**config.mk**
```make
export PLATFORM = sky130hd
export DESIGN_NAME = multicycle_core
export DESIGN_NICKNAME = d
export VERILOG_FILES = /design/src/rtl/multicycle_core.sv
export SDC_FILE = /design/constraint.sdc
export NUM_CORES = 1
export LEC_CHECK = 0
export BUFFER_PORTS_ARGS = -buffer_cell sky130_fd_sc_hd__buf_2
export CELL_PAD_IN_SITES_DETAIL_PLACEMENT = 1
export CELL_PAD_IN_SITES_GLOBAL_PLACEMENT = 2
export CORE_MARGIN = 2
export CORE_UTILIZATION = 34
export DETAILED_ROUTE_END_ITERATION = 16
export PLACE_DENSITY = 0.84
export SETUP_SLACK_MARGIN = 0.2
export SYNTH_ARGS = -nofsm -noshare
export SYNTH_HDL_FRONTEND = slang
export SYNTH_SLANG_ARGS = --single-unit
```
**constraint.sdc**
```tcl
create_clock -name Clk -period 4.1 [get_ports Clk]
set_input_delay 0.41 -clock Clk [delete_from_list [all_inputs] [get_ports Clk]]
set_output_delay 0.41 -clock Clk [all_outputs]
set_load 0.1 [all_outputs]
```
**src/rtl/multicycle_core.sv**
```systemverilog
// Multi-cycle 3BC core: FSM-sequenced fetch/execute over a sync instruction ROM and a req/ack data port.
// Optional performance counters are built only when PERF_CNT_EN is defined.
module multicycle_core #(
    parameter int DW  = 8,
    parameter int PCW = 10,
    parameter int AW  = 8
) (
    input  logic           Clk,
    input  logic           Reset,
    input  logic           Start,
    output logic           Ack,
    output logic [PCW-1:0] InstAddr,
    input  logic [8:0]     InstIn,
    output logic           MemReq,
    output logic           MemWe,
    output logic [AW-1:0]  MemAddr,
    output logic [DW-1:0]  MemWdata,
    input  logic [DW-1:0]  MemRdata,
    input  logic           MemAck,
    output logic [31:0]    CycleCt,
    output logic [31:0]    InstrCt
);

    localparam logic [3:0] OP_ADD  = 4'd0;
    localparam logic [3:0] OP_SUB  = 4'd1;
    localparam logic [3:0] OP_AND  = 4'd2;
    localparam logic [3:0] OP_OR   = 4'd3;
    localparam logic [3:0] OP_XOR  = 4'd4;
    localparam logic [3:0] OP_SHL  = 4'd5;
    localparam logic [3:0] OP_SHR  = 4'd6;
    localparam logic [3:0] OP_LDI  = 4'd7;
    localparam logic [3:0] OP_LD   = 4'd8;
    localparam logic [3:0] OP_ST   = 4'd9;
    localparam logic [3:0] OP_BNZ  = 4'd10;
    localparam logic [3:0] OP_MOV  = 4'd11;
    localparam logic [3:0] OP_HALT = 4'd15;

    typedef enum logic [2:0] {
        S_IDLE,
        S_FETCH,
        S_EXEC,
        S_MEM,
        S_DONE
    } state_t;

    state_t                 state;
    logic [PCW-1:0]         pc;
    logic [DW-1:0]          rf [4];
    logic [1:0]             ld_dest;

    logic [3:0]             op;
    logic [1:0]             ra;
    logic [1:0]             rb;
    logic [2:0]             imm;
    logic [DW-1:0]          a;
    logic [DW-1:0]          b;
    logic signed [DW-1:0]   b_s;
    logic signed [PCW-1:0]  br_off;
    logic [DW-1:0]          alu;
    logic                   writes_reg;
    logic                   is_mem;
    logic [PCW-1:0]         pc_next;

    assign op  = InstIn[8:5];
    assign ra  = InstIn[4:3];
    assign rb  = InstIn[2:1];
    assign imm = InstIn[2:0];
    assign a   = rf[ra];
    assign b   = rf[rb];
    assign b_s = b;

    // Branch offset is R[rb] sign-extended, or truncated when DW exceeds PCW.
    assign br_off  = PCW'(b_s);
    assign pc_next = pc + PCW'(1);

    assign writes_reg = (op <= OP_LDI) || (op == OP_MOV);
    assign is_mem     = (op == OP_LD) || (op == OP_ST);
    assign InstAddr   = pc;

    always_comb begin
        alu = a;
        case (op)
            OP_ADD:  alu = a + b;
            OP_SUB:  alu = a - b;
            OP_AND:  alu = a & b;
            OP_OR:   alu = a | b;
            OP_XOR:  alu = a ^ b;
            OP_SHL:  alu = a << imm;
            OP_SHR:  alu = a >> imm;
            OP_LDI:  alu = DW'(imm);
            OP_MOV:  alu = b;
            default: alu = a;
        endcase
    end

    always_ff @(posedge Clk) begin
        if (Reset) begin
            state  <= S_IDLE;
            pc     <= '0;
            Ack    <= 1'b0;
            MemReq <= 1'b0;
            MemWe  <= 1'b0;
            for (int i = 0; i < 4; i++) rf[i] <= '0;
        end else begin
            case (state)
                S_IDLE: begin
                    if (Start) state <= S_FETCH;
                end
                S_FETCH: begin
                    state <= S_EXEC;
                end
                S_EXEC: begin
                    pc    <= pc_next;
                    state <= S_FETCH;
                    if (writes_reg) rf[ra] <= alu;
                    if (is_mem) begin
                        MemReq <= 1'b1;
                        MemWe  <= (op == OP_ST);
                        state  <= S_MEM;
                    end
                    if (op == OP_BNZ && a != '0) pc <= pc + $unsigned(br_off);
                    if (op == OP_HALT) begin
                        Ack   <= 1'b1;
                        state <= S_DONE;
                    end
                end
                S_MEM: begin
                    if (MemAck) begin
                        MemReq <= 1'b0;
                        if (!MemWe) rf[ld_dest] <= MemRdata;
                        state <= S_FETCH;
                    end
                end
                S_DONE: begin
                    if (Start) begin
                        Ack   <= 1'b0;
                        state <= S_FETCH;
                    end
                end
                default: state <= S_IDLE;
            endcase
        end
    end

    // Request payload is captured once at EXEC and held untouched until the ack.
    always_ff @(posedge Clk) begin
        if (state == S_EXEC && is_mem) begin
            MemAddr  <= AW'(b);
            MemWdata <= a;
            ld_dest  <= ra;
        end
    end

`ifdef PERF_CNT_EN
    logic [31:0] cycle_ct;
    logic [31:0] instr_ct;
    logic        busy;
    logic        retire;
    logic        launch;

    assign busy   = (state == S_FETCH) || (state == S_EXEC) || (state == S_MEM);
    assign retire = (state == S_EXEC && !is_mem) || (state == S_MEM && MemAck);
    assign launch = (state == S_IDLE || state == S_DONE) && Start;

    always_ff @(posedge Clk) begin
        if (Reset || launch) begin
            cycle_ct <= '0;
            instr_ct <= '0;
        end else if (busy) begin
            cycle_ct <= cycle_ct + 32'd1;
            if (retire) instr_ct <= instr_ct + 32'd1;
        end
    end

    assign CycleCt = cycle_ct;
    assign InstrCt = instr_ct;
`else
    assign CycleCt = '0;
    assign InstrCt = '0;
`endif

endmodule

```
# Word level (Yosys, flattened, before mapping)
# Memories as Yosys holds them, arrays and structs flattened.
# Cells that the tools add are included.
op_classes:
  n_reduce_logical: 16
  n_lt_le_gt_ge: 1
  n_shift: 2
  add_sub_neg: 4
  n_bitwise: 3
  eq_ne: 21
  muxes: 30
ops:
  columns: ["operator", "n"]
  rows:
  - ["8-bit case mux with 9 select lines", 1]
  - ["4-bit == test, second input constant", 5]
  - ["1-bit two-way mux", 17]
  - ["4-bit by 3-bit == test with 1-bit output, second input constant", 4]
  - ["8-bit two-way mux", 2]
  - ["8-bit OR reduction", 2]
  - ["3-bit case mux with 4 select lines", 1]
  - ["10-bit by 1-bit adder with 10-bit output, second input constant", 1]
  - ["10-bit adder", 1]
  - ["10-bit two-way mux", 1]
  - ["3-bit two-way mux", 3]
  - ["8-bit adder", 1]
  - ["8-bit bitwise AND", 1]
  - ["4-bit by 2-bit == test with 1-bit output, second input constant", 2]
  - ["2-bit inequality test, second input constant", 4]
  - ["8-bit bitwise OR", 1]
  - ["8-bit nonzero test", 1]
  - ["8-bit by 3-bit left shift with 8-bit output", 1]
  - ["8-bit by 3-bit right shift with 8-bit output", 1]
  - ["8-bit subtractor", 1]
  - ["8-bit bitwise XOR", 1]
  - ["3-bit by 2-bit == test with 1-bit output, second input constant", 2]
  - ["2-bit two-way mux", 3]
  - ["3-bit AND reduction", 2]
  - ["other kinds (13)", 18]
totals:
  out_inout_bits: 93
  input_bits: 21
  word_cells: 86
  register_bits: 34
  memories: 1
  ram_bits: 32
memory_table:
  columns: ["memory", "depth", "word_bits", "rd", "rd_ports_with_merged_regs", "wr", "line_no", "text"]
  rows:
  - ["rf", 4, 8, 2, 0, 4, "48", "logic [DW-1:0] rf [4];"]

# Logic depth before layout (Yosys ltp)
logic_depth:
  ltp_word: 9
  ltp_mapped: 15
  ltp_nobuf: 14

# Least setup slack after synthesis
# No wires, ideal clock.
synth_timing:
  path_kind: "input -> register"
  start: "input InstIn[1]"
  end: "memory rf[2][6], data pin"
  slack_ns: 0.544
  stages: 14
  t_arrival_ns: 3.293
  n_path_buf: 1
  setup_time_ns: 0.264
  t_required_ns: 3.836
  cell_sequence: "buf_2 -> mux4_2 -> inv_1 -> ha_1 -> nand2_1 -> o41ai_1 -> xnor2_1 -> ha_1 -> a211o_1 -> a32oi_1 -> nand4_1 -> a221oi_1 -> a32o_1 -> nor2_1"
synth_lines:
  columns: ["item", "line_no", "text"]
  rows:
  - ["start, declared", "13", "input logic [8:0] InstIn,"]
  - ["end, declared", "48", null]

==> metrics <==
DIE WIDTH 132 um; Pwr Density around 360 nW/um^2; final setup violation count 0; Antenna Violating Nets Remaining 0; initial core utilization a little over a third; Final Max Slew Viols 0; Post-Syn Area 5550 um^2; RSZ-0062 raised after global routing no; drt first pass iters 5; Total Wirelength 17600 um; nets 711; Post-Layout Cell Count 876; Placed Cells 860; register bit total from synthesis 66; drt via density 5.32; total track usage 20.3%; vias in the first global route 4712; RePlAce Congestion roughly 0.9; setup tns final 0 ps; Bufs on Longest Clock Path 2; CTS clk-pin slew, worst paths 50 ps; Routed met3 length between 900 and 1000 um; Synth cell types around 70; R2R Path Start rf[1][2]$_SDFFCE_PN0P_; hold path depth 4; Hold EP Ack$_SDFFE_PP0P_; synth warn 0; register area share after synthesis 32.8%; layout cells sized above 1 17.4%; maximum fanout along the worst path 3; CP endpoint kind register; Fmax achieved between 0.2 and 0.3 GHz; type of the worst min-delay path in -> reg; initial antenna violation count 0; Setup Buffers After CTS 0; top-area cell type share of the netlist area between 20 and 30%; core area 15900 um^2; DRC viols 0; DRT met1 WL 7620 um; count of input and output buffers ~50; row cnt 46; Boundary Pins roughly 110; Cells after Synth 600; Worst VDD drop 0.000186 V; area grow syn2layout 11.0%; max cap viols 0; critical path launch point type register; multi-input logic area between 3000 and 4000 um^2; 1st-iter DRT viols 339; Max-slew headroom 43.3%; Ant. Diodes 0; die area 17400 um^2; Post-synth EDFFs 50; hold slack 395 ps; H-tree Lvls 3; Final Cycle Share 89.6%; Reg area 1820 um^2; dpl hpwl 13500 um; clk sinks 66; first-pass GRT wire length 27000 um; max layer used met4; clock root buffer clkbuf_16; met2 wire len 8520 um; Via Count about 4700; crit path DAT roughly 4000 ps; Least-Margin Pin Slew 848 ps; worst hold path startpoint Start; total CTS buffers 9; syn_area_per_cell 9.24 um^2; status finished, final reports clean; Setup Crit Path Kind reg -> reg; die height 132 um; cells taking the most area after synthesis edfxtp_1, buf_4, mux4_2; Worst R2R Setup Slack 430 ps; count leader, synth buf_4; async set-reset flop share out of synthesis 0%; gr ovfl total 0; Fillers 1902; Top FF cell, synth edfxtp_1; Clock Latency Late Sink between 300 and 400 ps; final core utilization 38.6%; Final Skew between 10 and 15 ps; leak pwr 2.57 nW; top cells by count, synth buf_4, nor2_1, edfxtp_1, nand2_1, inv_1; Final Hold Viols 0; Worst EP required 4380 ps; largest net degree at the start of global routing 27; worst r2r path cells 13; largest area contributor in the netlist edfxtp_1; RR Endpoint InstAddr[9]$_SDFFE_PP0N_; CTS tree yes; DR WL/cell 20.1 um; fin crit period ~3700 ps
## sequential cells by signal, summed over array words and instances, names as in the netlist
name      count
rf           32
InstAddr     10
ld_dest       2
MemWdata      8
Ack           1
MemAddr       8
MemReq        1
MemWe         1
state         3
## where the power goes
part | internal, W | switching (W)
Sequential | 0.000739 | 0.0000145
Combinational | 0.000179 | 0.000543
Clock | 0.000404 | 0.000319
Total | 0.00132 | 0.000876
## kinds of logic (layout without fill, tap and decap cells)
logic type | count (synthesis) | after routing | share of synthesized area, %
buffers and inverters | 127 | 124 | 13.2
muxes | 38 | 38 | 11.2
AOI/OAI and AO/OA | 122 | 122 | 14.6
xor gates and xnor gates | 14 | 14 | 2.46
adders and majority gates | 35 | 35 | 8.17
and+or+nand+nor | 197 | 197 | 17.5
other | 1 | 64 | 0.0676
DFF | 66 | 66 | 32.8
## through the flow
stage | total power (W) | cell area (um^2) | setup WS, ps
2_1_floorplan | 0.00138 | 5780 | 544
3_3_place_gp | 0.00146 | 5880 | 151
3_5_place_dp | 0.00148 | 5880 | -8.66
4_1_cts | 0.00221 | 6140 | 365
5_1_grt | 0.00229 | 6160 | 227
6_report | 0.00220 | 6160 | 426
## worst max-delay path: stages, from the launching register on
cell	delay, ps
edfxtp_1	440
mux4_2	510
nor4_2	310
nand2_1	180
nand2_1	150
nor2_1	90
ha_1	300
a211oi_1	380
o211ai_1	230
a31o_2	280
a21oi_1	180
xor2_1	100
or3_1	320
a21oi_1	140
## worst max-delay path by stage
stage,start,to,slack [ps],cells after the start
after floorplan,InstIn[1],rf[2][6]$_SDFFCE_PN0P_,540,14
after global placement,InstIn[1],rf[2][7]$_SDFFCE_PN0P_,150,15
after detailed placement,InstIn[3],InstAddr[8]$_SDFFE_PP0N_,-9,14
after CTS,InstIn[3],InstAddr[9]$_SDFFE_PP0N_,360,14
after global routing,rf[1][2]$_SDFFCE_PN0P_,InstAddr[9]$_SDFFE_PP0N_,230,13
final,rf[1][2]$_SDFFCE_PN0P_,InstAddr[9]$_SDFFE_PP0N_,430,13
## cell usage in the layout, fill, tap and decap left out, types with 3 or more instances in the layout
master / count
a211o_1: 3
a211oi_1: 6
a21oi_1: 34
a22oi_1: 3
a31oi_1: 3
and2_1: 3
and3_1: 3
buf_2: 47
buf_4: 24
clkbuf_16: 9
conb_1: 64
dfxtp_1: 16
edfxtp_1: 50
ha_1: 33
inv_1: 35
mux2i_1: 18
mux4_2: 19
nand2_1: 50
nand2b_1: 15
nand3_1: 11
nand3b_1: 3
nand4_1: 3
nor2_1: 61
nor2b_1: 8
nor3_1: 15
nor3b_1: 7
o211ai_1: 5
o21ai_0: 25
o31ai_1: 6
or3_1: 7
xnor2_1: 10
xor2_1: 3
## metal layers
metal  vias up  global-route usage [%]
met3        33                    4.05
met4         0                    7.91
met1      2308                    25.7
met5         -                       0
li1       2170                       -
met2       152                    34.3
## layout make-up
type / instances / share of cell area [%]
clock buffer: 10 / 3.72
clock inverter: 6 / 0.549
inverter: 35 / 2.13
multi-input combinational: 470 / 52.6
sequential: 66 / 29.6
tap: 216 / 4.39
timing repair buffer: 73 / 6.99
## repair_timing
action / CTS / global route
endpoints found under the setup margin: 0 / 14
hold buffers: 0 / 0
gates resized for setup: 0 / 5
endpoints found under the hold margin: 0 / 0
Note: power is estimated with default switching activity, not from simulation.
